### src/rtl/seg7_scan_capture_if.sv
// Bus between a 4-digit multiplexed seven-segment driver and its capture block.
// The driver side (master) owns the active-low segment/anode lines; the capture
// side (slave) reports decoded frames and sampling errors back.
interface seg7_scan_capture_if;
  logic [6:0]  seg;
  logic [3:0]  an;
  logic [15:0] frame_digits;
  logic [3:0]  frame_blank;
  logic        frame_valid;
  logic        bad_code;
  logic        bad_an;

  modport master (
    output seg, an,
    input  frame_digits, frame_blank, frame_valid, bad_code, bad_an
  );

  modport slave (
    input  seg, an,
    output frame_digits, frame_blank, frame_valid, bad_code, bad_an
  );
endinterface

### src/rtl/seg7_scan_capture.sv
// Receive end of a multiplexed seven-segment bus. Synchronizes seg/an, waits for
// them to settle, decodes each glyph back to a hex nibble and publishes a frame
// once all four digits have been captured.
//
// state   | meaning
// --------+---------------------------------------------------------------
// COLLECT | gathering digits; frame regs load when all four are seen
// PUBLISH | one cycle: frame_valid high, seen mask cleared
module seg7_scan_capture #(
  parameter int unsigned STABLE_CYCLES = 4
) (
  input  logic                 clk,
  input  logic                 rst,
  seg7_scan_capture_if.slave   bus
);

  localparam logic [7:0] STABLE_LD = 8'(STABLE_CYCLES);

  typedef enum logic {COLLECT, PUBLISH} state_t;

  state_t          state, state_nxt;
  logic [10:0]     s1, s2;
  logic [7:0]      cnt_rem;
  logic            sample;
  logic [3:0]      smp_an, an_low;
  logic [6:0]      smp_seg;
  logic            an_idle, an_one;
  logic            glyph_ok, glyph_blank;
  logic [3:0]      glyph_nib;
  logic [3:0][3:0] cap_digit;
  logic [3:0]      cap_blank;
  logic [3:0]      seen;
  logic            bad_code_r, bad_an_r;
  logic [15:0]     frame_digits_r;
  logic [3:0]      frame_blank_r;
  logic            frame_load, frame_valid_c;

  // Map an active-low glyph back to {legal, nibble}.
  function automatic logic [4:0] glyph_decode(input logic [6:0] s);
    case (s)
      7'h40: glyph_decode = {1'b1, 4'h0};
      7'h79: glyph_decode = {1'b1, 4'h1};
      7'h24: glyph_decode = {1'b1, 4'h2};
      7'h30: glyph_decode = {1'b1, 4'h3};
      7'h19: glyph_decode = {1'b1, 4'h4};
      7'h12: glyph_decode = {1'b1, 4'h5};
      7'h02: glyph_decode = {1'b1, 4'h6};
      7'h78: glyph_decode = {1'b1, 4'h7};
      7'h00: glyph_decode = {1'b1, 4'h8};
      7'h10: glyph_decode = {1'b1, 4'h9};
      7'h08: glyph_decode = {1'b1, 4'hA};
      7'h03: glyph_decode = {1'b1, 4'hB};
      7'h46: glyph_decode = {1'b1, 4'hC};
      7'h21: glyph_decode = {1'b1, 4'hD};
      7'h06: glyph_decode = {1'b1, 4'hE};
      7'h0E: glyph_decode = {1'b1, 4'hF};
      default: glyph_decode = 5'd0;
    endcase
  endfunction

  // Two-flop synchronizer plus settle timer. The timer counts down the clocks
  // still required before a sample; any change reloads it, and the single
  // 1 -> 0 step marks the one sample of each stable period.
  always_ff @(posedge clk) begin
    if (rst) begin
      s1      <= '0;
      s2      <= '0;
      cnt_rem <= STABLE_LD;
    end else begin
      s1 <= {bus.an, bus.seg};
      s2 <= s1;
      if (s1 != s2)
        cnt_rem <= STABLE_LD;
      else if (cnt_rem != 8'd0)
        cnt_rem <= cnt_rem - 8'd1;
    end
  end

  assign sample = (s1 == s2) && (cnt_rem == 8'd1);

  // Classify the sampled anode pattern and decode the sampled glyph.
  always_comb begin
    smp_an      = s2[10:7];
    smp_seg     = s2[6:0];
    an_low      = ~smp_an;
    an_idle     = (an_low == 4'd0);
    an_one      = !an_idle && ((an_low & (an_low - 4'd1)) == 4'd0);
    {glyph_ok, glyph_nib} = glyph_decode(smp_seg);
    glyph_blank = (smp_seg == 7'h7F);
  end

  // Per-digit capture registers, seen mask and error pulses.
  always_ff @(posedge clk) begin
    if (rst) begin
      cap_digit  <= '0;
      cap_blank  <= '0;
      seen       <= '0;
      bad_code_r <= 1'b0;
      bad_an_r   <= 1'b0;
    end else begin
      bad_code_r <= 1'b0;
      bad_an_r   <= 1'b0;
      if (state == PUBLISH)
        seen <= '0;
      if (sample && an_one) begin
        for (int k = 0; k < 4; k++) begin
          if (an_low[k]) begin
            if (glyph_ok) begin
              cap_digit[k] <= glyph_nib;
              cap_blank[k] <= 1'b0;
              seen[k]      <= 1'b1;
            end else if (glyph_blank) begin
              cap_digit[k] <= 4'd0;
              cap_blank[k] <= 1'b1;
              seen[k]      <= 1'b1;
            end else begin
              bad_code_r   <= 1'b1;
              seen[k]      <= 1'b0;
            end
          end
        end
      end
      if (sample && !an_idle && !an_one)
        bad_an_r <= 1'b1;
    end
  end

  // Frame FSM state register.
  always_ff @(posedge clk) begin
    if (rst)
      state <= COLLECT;
    else
      state <= state_nxt;
  end

  // Frame FSM next state; frame regs load on entry to PUBLISH so they are
  // already current while frame_valid is high.
  always_comb begin
    state_nxt     = state;
    frame_load    = 1'b0;
    frame_valid_c = 1'b0;
    case (state)
      COLLECT: begin
        if (seen == 4'hF) begin
          state_nxt  = PUBLISH;
          frame_load = 1'b1;
        end
      end
      PUBLISH: begin
        frame_valid_c = 1'b1;
        state_nxt     = COLLECT;
      end
      default: state_nxt = COLLECT;
    endcase
  end

  // Published frame holds until the next complete frame.
  always_ff @(posedge clk) begin
    if (rst) begin
      frame_digits_r <= '0;
      frame_blank_r  <= '0;
    end else if (frame_load) begin
      frame_digits_r <= cap_digit;
      frame_blank_r  <= cap_blank;
    end
  end

  assign bus.frame_digits = frame_digits_r;
  assign bus.frame_blank  = frame_blank_r;
  assign bus.frame_valid  = frame_valid_c;
  assign bus.bad_code     = bad_code_r;
  assign bus.bad_an       = bad_an_r;

endmodule

### src/flat_wrapper.sv
// flat-port wrapper written by rule: the top's interface ports become plain ports
module seg7_scan_capture_flat 
#(
  parameter int unsigned STABLE_CYCLES = 4
)
  (clk, rst, bus_seg, bus_an, bus_frame_digits, bus_frame_blank, bus_frame_valid, bus_bad_code, bus_bad_an);
  seg7_scan_capture_if bus_i ();
  input  logic clk;
  input  logic rst;
  input wire logic [$bits(bus_i.seg)-1:0] bus_seg;
  input wire logic [$bits(bus_i.an)-1:0] bus_an;
  output wire logic [$bits(bus_i.frame_digits)-1:0] bus_frame_digits;
  output wire logic [$bits(bus_i.frame_blank)-1:0] bus_frame_blank;
  output wire logic [$bits(bus_i.frame_valid)-1:0] bus_frame_valid;
  output wire logic [$bits(bus_i.bad_code)-1:0] bus_bad_code;
  output wire logic [$bits(bus_i.bad_an)-1:0] bus_bad_an;
  assign bus_i.seg = bus_seg;
  assign bus_i.an = bus_an;
  assign bus_frame_digits = bus_i.frame_digits;
  assign bus_frame_blank = bus_i.frame_blank;
  assign bus_frame_valid = bus_i.frame_valid;
  assign bus_bad_code = bus_i.bad_code;
  assign bus_bad_an = bus_i.bad_an;
  seg7_scan_capture #(.STABLE_CYCLES(STABLE_CYCLES)) u_core (.clk(clk), .rst(rst), .bus(bus_i));
endmodule
### config.mk
export PLATFORM = sky130hd
export DESIGN_NAME = seg7_scan_capture_flat
export DESIGN_NICKNAME = d
export VERILOG_FILES = /design/src/rtl/seg7_scan_capture_if.sv /design/src/rtl/seg7_scan_capture.sv /design/src/flat_wrapper.sv
export SDC_FILE = /design/constraint.sdc
export NUM_CORES = 1
export LEC_CHECK = 0
export BUFFER_PORTS_ARGS = -buffer_cell sky130_fd_sc_hd__clkbuf_2
export CAP_MARGIN = 20
export CORE_ASPECT_RATIO = 1.75
export CORE_MARGIN = 8
export CORE_UTILIZATION = 30
export CTS_CLUSTER_DIAMETER = 200
export DETAILED_ROUTE_END_ITERATION = 7
export GPL_TIMING_DRIVEN = 0
export PLACE_DENSITY = 0.53
export SLEW_MARGIN = 15
export SYNTH_ARGS = -nofsm -noshare
export SYNTH_HDL_FRONTEND = slang
export SYNTH_SLANG_ARGS = --single-unit
### constraint.sdc
create_clock -name clk -period 1.8 [get_ports clk]
set_input_delay 0.18 -clock clk [delete_from_list [all_inputs] [get_ports clk]]
set_output_delay 0.18 -clock clk [all_outputs]
set_load 0.02 [all_outputs]
* Word level (Yosys, flattened, before mapping)
Cells that the tools add are included.
Cells by class: $add $sub $neg 2, equal/unequal tests 20, muxes and demuxes 30, bitwise logic cells 4, reduce and logical (&&, ||, !) cells 18
Operator list (count):
- one-hot mux 5 bit (16 select lines) | 1
- == test 7 bit (second input constant) | 5
- 2-to-1 mux 1 bit | 24
- == test 7 x 5 -> 1 bit (second input constant) | 3
- == test 7 x 6 -> 1 bit (second input constant) | 3
- 2-to-1 mux 4 bit | 4
- == test 7 x 2 -> 1 bit (second input constant) | 2
- == test 7 x 4 -> 1 bit (second input constant) | 2
- AND reduction 3 bit | 4
- == test 11 bit | 1
- inequality test 11 bit | 1
- == test 8 x 1 -> 1 bit (second input constant) | 1
- logical NOT 4 bit | 2
- nonzero test 8 bit | 1
- subtractor 8 x 1 -> 8 bit (second input constant) | 1
- == test 7 x 3 -> 1 bit (second input constant) | 1
- logical NOT 7 bit | 1
- logical AND 1 bit | 5
- AND 4 bit | 1
- == test 4 bit (second input constant) | 1
- inverter 4 bit | 1
- OR reduction 2 bit | 2
- subtractor 4 x 1 -> 4 bit (second input constant) | 1
- logical NOT 1 bit | 2
- other kinds (3) | 4
Word-level totals: register bits after elaboration 77, bits of input ports 13, output and inout bits 23, logic and storage cells 91

* Longest topological paths before layout
depth after elaboration 13, mapped depth 7, mapped depth without buffers 6

* Least setup slack after synthesis
No wires, ideal clock.
kind register -> register, start point register u_core.s2[4], end point register u_core.cap_digit[15] (netlist bit), library setup time 0.072 ns, data arrival time 1.858 ns, data required time 1.728 ns, setup slack -0.130 ns, cell stages (with the launch flop) 7, buffers on the path 1, period minus slack after synthesis 1.930 ns, cell sequence dfxtp_1 > buf_2 > xnor2_1 > nand4_1 > or4_4 > a311oi_2 > mux2i_1
On the way: longest elaborated chain between the ends 4, elaborated cells on any way between the ends 24, those cells by class eq/ne (17); mux (2); reduce/logical (5)
RTL lines:
- start: declaration | RTL line seg7_scan_capture.sv:22 | logic [10:0] s1, s2;
- start signal: assignment | RTL line seg7_scan_capture.sv:67 | s2 <= '0;
- start signal: assignment | RTL line seg7_scan_capture.sv:71 | s2 <= s1;
- == test 7 x 4 -> 1 bit, or another cell as far along | RTL line seg7_scan_capture.sv:40 | case (s)
- one-hot mux 5 bit (16 select lines) or logical AND 1 bit (tied branches) | RTL line seg7_scan_capture.sv:40, seg7_scan_capture.sv:79
- nonzero test 2 bit (no source line) or logical AND 1 bit (tied branches)
- AND reduction 3 bit (no source line)
- end signal: indexed assignment | RTL line seg7_scan_capture.sv:109 | cap_digit[k] <= glyph_nib;
- end: declaration | RTL line seg7_scan_capture.sv:30 | logic [3:0][3:0] cap_digit;
Parallel ways exist; a longest one is shown, timed or not. A chain may end at the register's enable or synchronous reset.

* Final worst setup path
start point register u_core.s2[0], end point register u_core.cap_digit[5] (netlist bit)
The elaborated chain is that of the path after synthesis.

==> flow_summary.yaml <==
finish:
  diodes: 0
  drive_gt1_share_pct: 31.69
  fin_area_um2: 4776
  area_growth_pct: 38.90
  layout.nets: 477
  post-route-util_pct: 41.95
worst_setup_path:
  worstRegToRegCells: 7
  path_max_fanout: 6
  cpPeakStageDelay_ps: 580
  critPathKind: "reg -> reg"
  critPathRequiredTime_ps: 1990
  regToRegStartpoint: "u_core.s2[0]"
  cp-start-kind: "flop"
  cp_num_buf_inv: 2
  worst-path-stages: 7
  arrival_ps: 2230
  setup.worst_path.end: "u_core.cap_digit[5]"
  path_cells: "xnor2_2 -> nand4_1 -> buf_6 -> or4_4 -> buf_4 -> a311oi_4 -> o32ai_1"
  r2r_setup_slack_ps: -230
  startpoint: "u_core.s2[0]"
  rr_endpoint: "u_core.cap_digit[5]"
  crit_slowest_cell: "or4_4"
  crit_family: "simple AND/OR/NAND/NOR gates"
  end_kind: "flop"
cts:
  clk_transition_reported_paths_ps: 60
  insertion_delay_ps: 330
  cts_root_buf: "clkbuf_16"
  cts_tree: "done"
  cts_buffer_depth: 2
  numCtsBuffers: 9
  ctsHtreeMaxLevel: 3
  cts.sinks: 77
logic_synthesis:
  yosys_warnings: 0
  syn_avg_cell_area_um2: 8.977
  synth_area_um2: 3438
  yosysMostFrequentCell: "dfxtp_1"
  ys.flop_type: "dfxtp_1"
  synth_top_cell_by_area: "dfxtp_1"
  synthCells: 383
  ys_seq_elements: 77
  synth-edff-count: 0
  ys_types: 60
  ys_top_cells_by_area: "dfxtp_1 (45%), nand2_1 (6.8%), nor2b_1 (4.7%), xnor2_1 (4.3%), a21oi_1 (3.9%)"
  async_flop_share_pct: 0
  netlist.area_leader.share_pct: 44.83
  yosysSeqAreaShare_pct: 44.83
  synth_fp_nets: 398
  yosys-top-cells-count: "dfxtp_1 (77), nand2_1 (62), a21oi_1 (27), nor2b_1 (26)"
floorplanning:
  die_width_um: 96.93
  die-area_um2: 15280
  io_pins: 36
  rows: 52
  initial_core_util_pct: 30.20
  coreArea_um2: 11390
  die_h_um: 157.6
timing:
  finalSetupTns_ps: -4255
  min_period_ps: 2033
  worst_pin_slew_ps: 675.6
  hold_viol: 0
  rsz0062_at_grt: "true"
  skew_ps: 4.144
  timing_max_transition_violations_final: 0
  slew_headroom_pct: 54.96
  period_share_pct: 113.0
  setup_ws_ps: -233.4
  finalSetupViolations: 26
  holdWs_ps: 51.78
  clock.fmax_ghz: 0.4918
placement:
  placed_area_um2: 3881
  place_congestion: 0.8415
  hpwl_um: 6677
  io_buffers: 34
  post-place-ws_ps: -631.7
global_routing:
  grt_pass1_vias: 3068
  grt_usage_pct: 12.08
  grt-ovfl-total: 0
  antenna_found_initial: 0
  grt_max_degree: 13
  grt_pass1_wl_um: 14870
routing:
  num_vias: 3075
  drt_iter0_markers: 147
  remaining_drc_errors: 0
  wl_per_cell_um: 15.57
  vias_per_cell: 5.108
  wl_um: 9375
  dr.pass1.iters: 4
  ant_nets: 0
power_and_ir_drop:
  vdd_drop_max_mv: 0.5071
  p_per_area_nw_per_um2: 786.6
  p_leak_nw: 1.705
status:
  outcome: "finished with violations"
  violations: "setup timing"
flow_run:
  drv_cap: 0
min_path:
  hp-class: "in -> reg"
worst register-to-register path, cell delays in order, from the launching register on:
cell and delay [ps]:
dfxtp_4 370, xnor2_2 160, nand4_1 120, buf_6 150, or4_4 580, buf_4 180
a311oi_4 220, o32ai_1 120
through the flow:
| stage | instances | power [mW] |
|---|---|---|
| final | 602 | 3.757 |
| after global routing | 602 | 3.887 |
| after CTS | 585 | 3.757 |
| after detailed placement | 552 | 2.031 |
| after global placement | 552 | 2.028 |
| after floorplan | 383 | 1.966 |
per-layer routing:
metal  wire [µm]  global-route usage, %  vias to the layer above
met5           0                      0                        -
met1        3549                  11.21                     1467
met3         267                  2.752                       16
li1            -                      -                     1531
met4         223                  6.116                        0
met2        5335                  23.83                       61
registers in the layout, summed over array words and instances (netlist names):
signal,flops
u_core.cap_digit,16
u_core.bus.bad_an,1
u_core.seen,4
u_core.cap_blank,4
u_core.s2,11
u_core.s1,11
u_core.state,1
u_core.bus.bad_code,1
u_core.bus.frame_digits,16
u_core.cnt_rem,8
u_core.bus.frame_blank,4
layout by cell type, fill, tap and decap left out, drive strengths merged, types with 6 or more instances in the layout:
cell,count
nor4,7
nand4,9
o22ai,6
xnor2,17
o211ai,6
buf,45
a21oi,27
a311oi,9
o21ai,11
nor2,17
nand2,62
nor2b,26
dfxtp,77
inv,7
a31oi,8
clkbuf,61
cell type report:
cell class,count,area [µm²]
inverters,7,26.28
flip-flops and latches,77,1567
clock inverters,4,22.52
well taps,135,168.9
repair buffers,69,491.7
clock buffers,12,256.5
multi-input cells,273,2071
plain buffers,25,172.7
fillers,1112,6610
cells by family (layout without fill, tap and decap cells):
kind of cell / after synthesis / after routing / synth area share (%)
AO/OA/AOI/OAI: 87 / 87 / 18.23
AND/OR/NAND/NOR: 158 / 158 / 25.00
flip-flops: 77 / 77 / 44.83
XOR/XNOR: 20 / 20 / 5.095
buffers and inverters: 33 / 117 / 4.367
adder cells (fa/ha/maj): 4 / 4 / 1.310
multiplexers: 4 / 4 / 1.165
power by group:
group	internal [mW]	leakage, nW	switching (mW)
combinational	0.152	0.937	0.186
sequential	1.73	0.630	0.0253
clock	1.00	0.138	0.667
timing repair:
item,4_1_cts,5_1_grt
gates resized for setup,39,22
pin swaps,20,17
setup buffers,18,15
hold buffers,0,0
setup endpoints to repair,31,31
cloned,0,2
how the worst min path moves through the flow:
stage | from | endpoint | slack [ps] | cells after the start
2_1_floorplan | bus_seg[0] | u_core.s1[0] | 310 | 1
3_3_place_gp | bus_seg[0] | u_core.s1[0] | 390 | 2
3_5_place_dp | bus_seg[4] | u_core.s1[4] | 390 | 2
4_1_cts | bus_seg[0] | u_core.s1[0] | 40 | 2
5_1_grt | bus_an[3] | u_core.s1[10] | 60 | 2
6_report | bus_seg[0] | u_core.s1[0] | 50 | 2
Note: power is estimated with default switching activity, not from simulation.
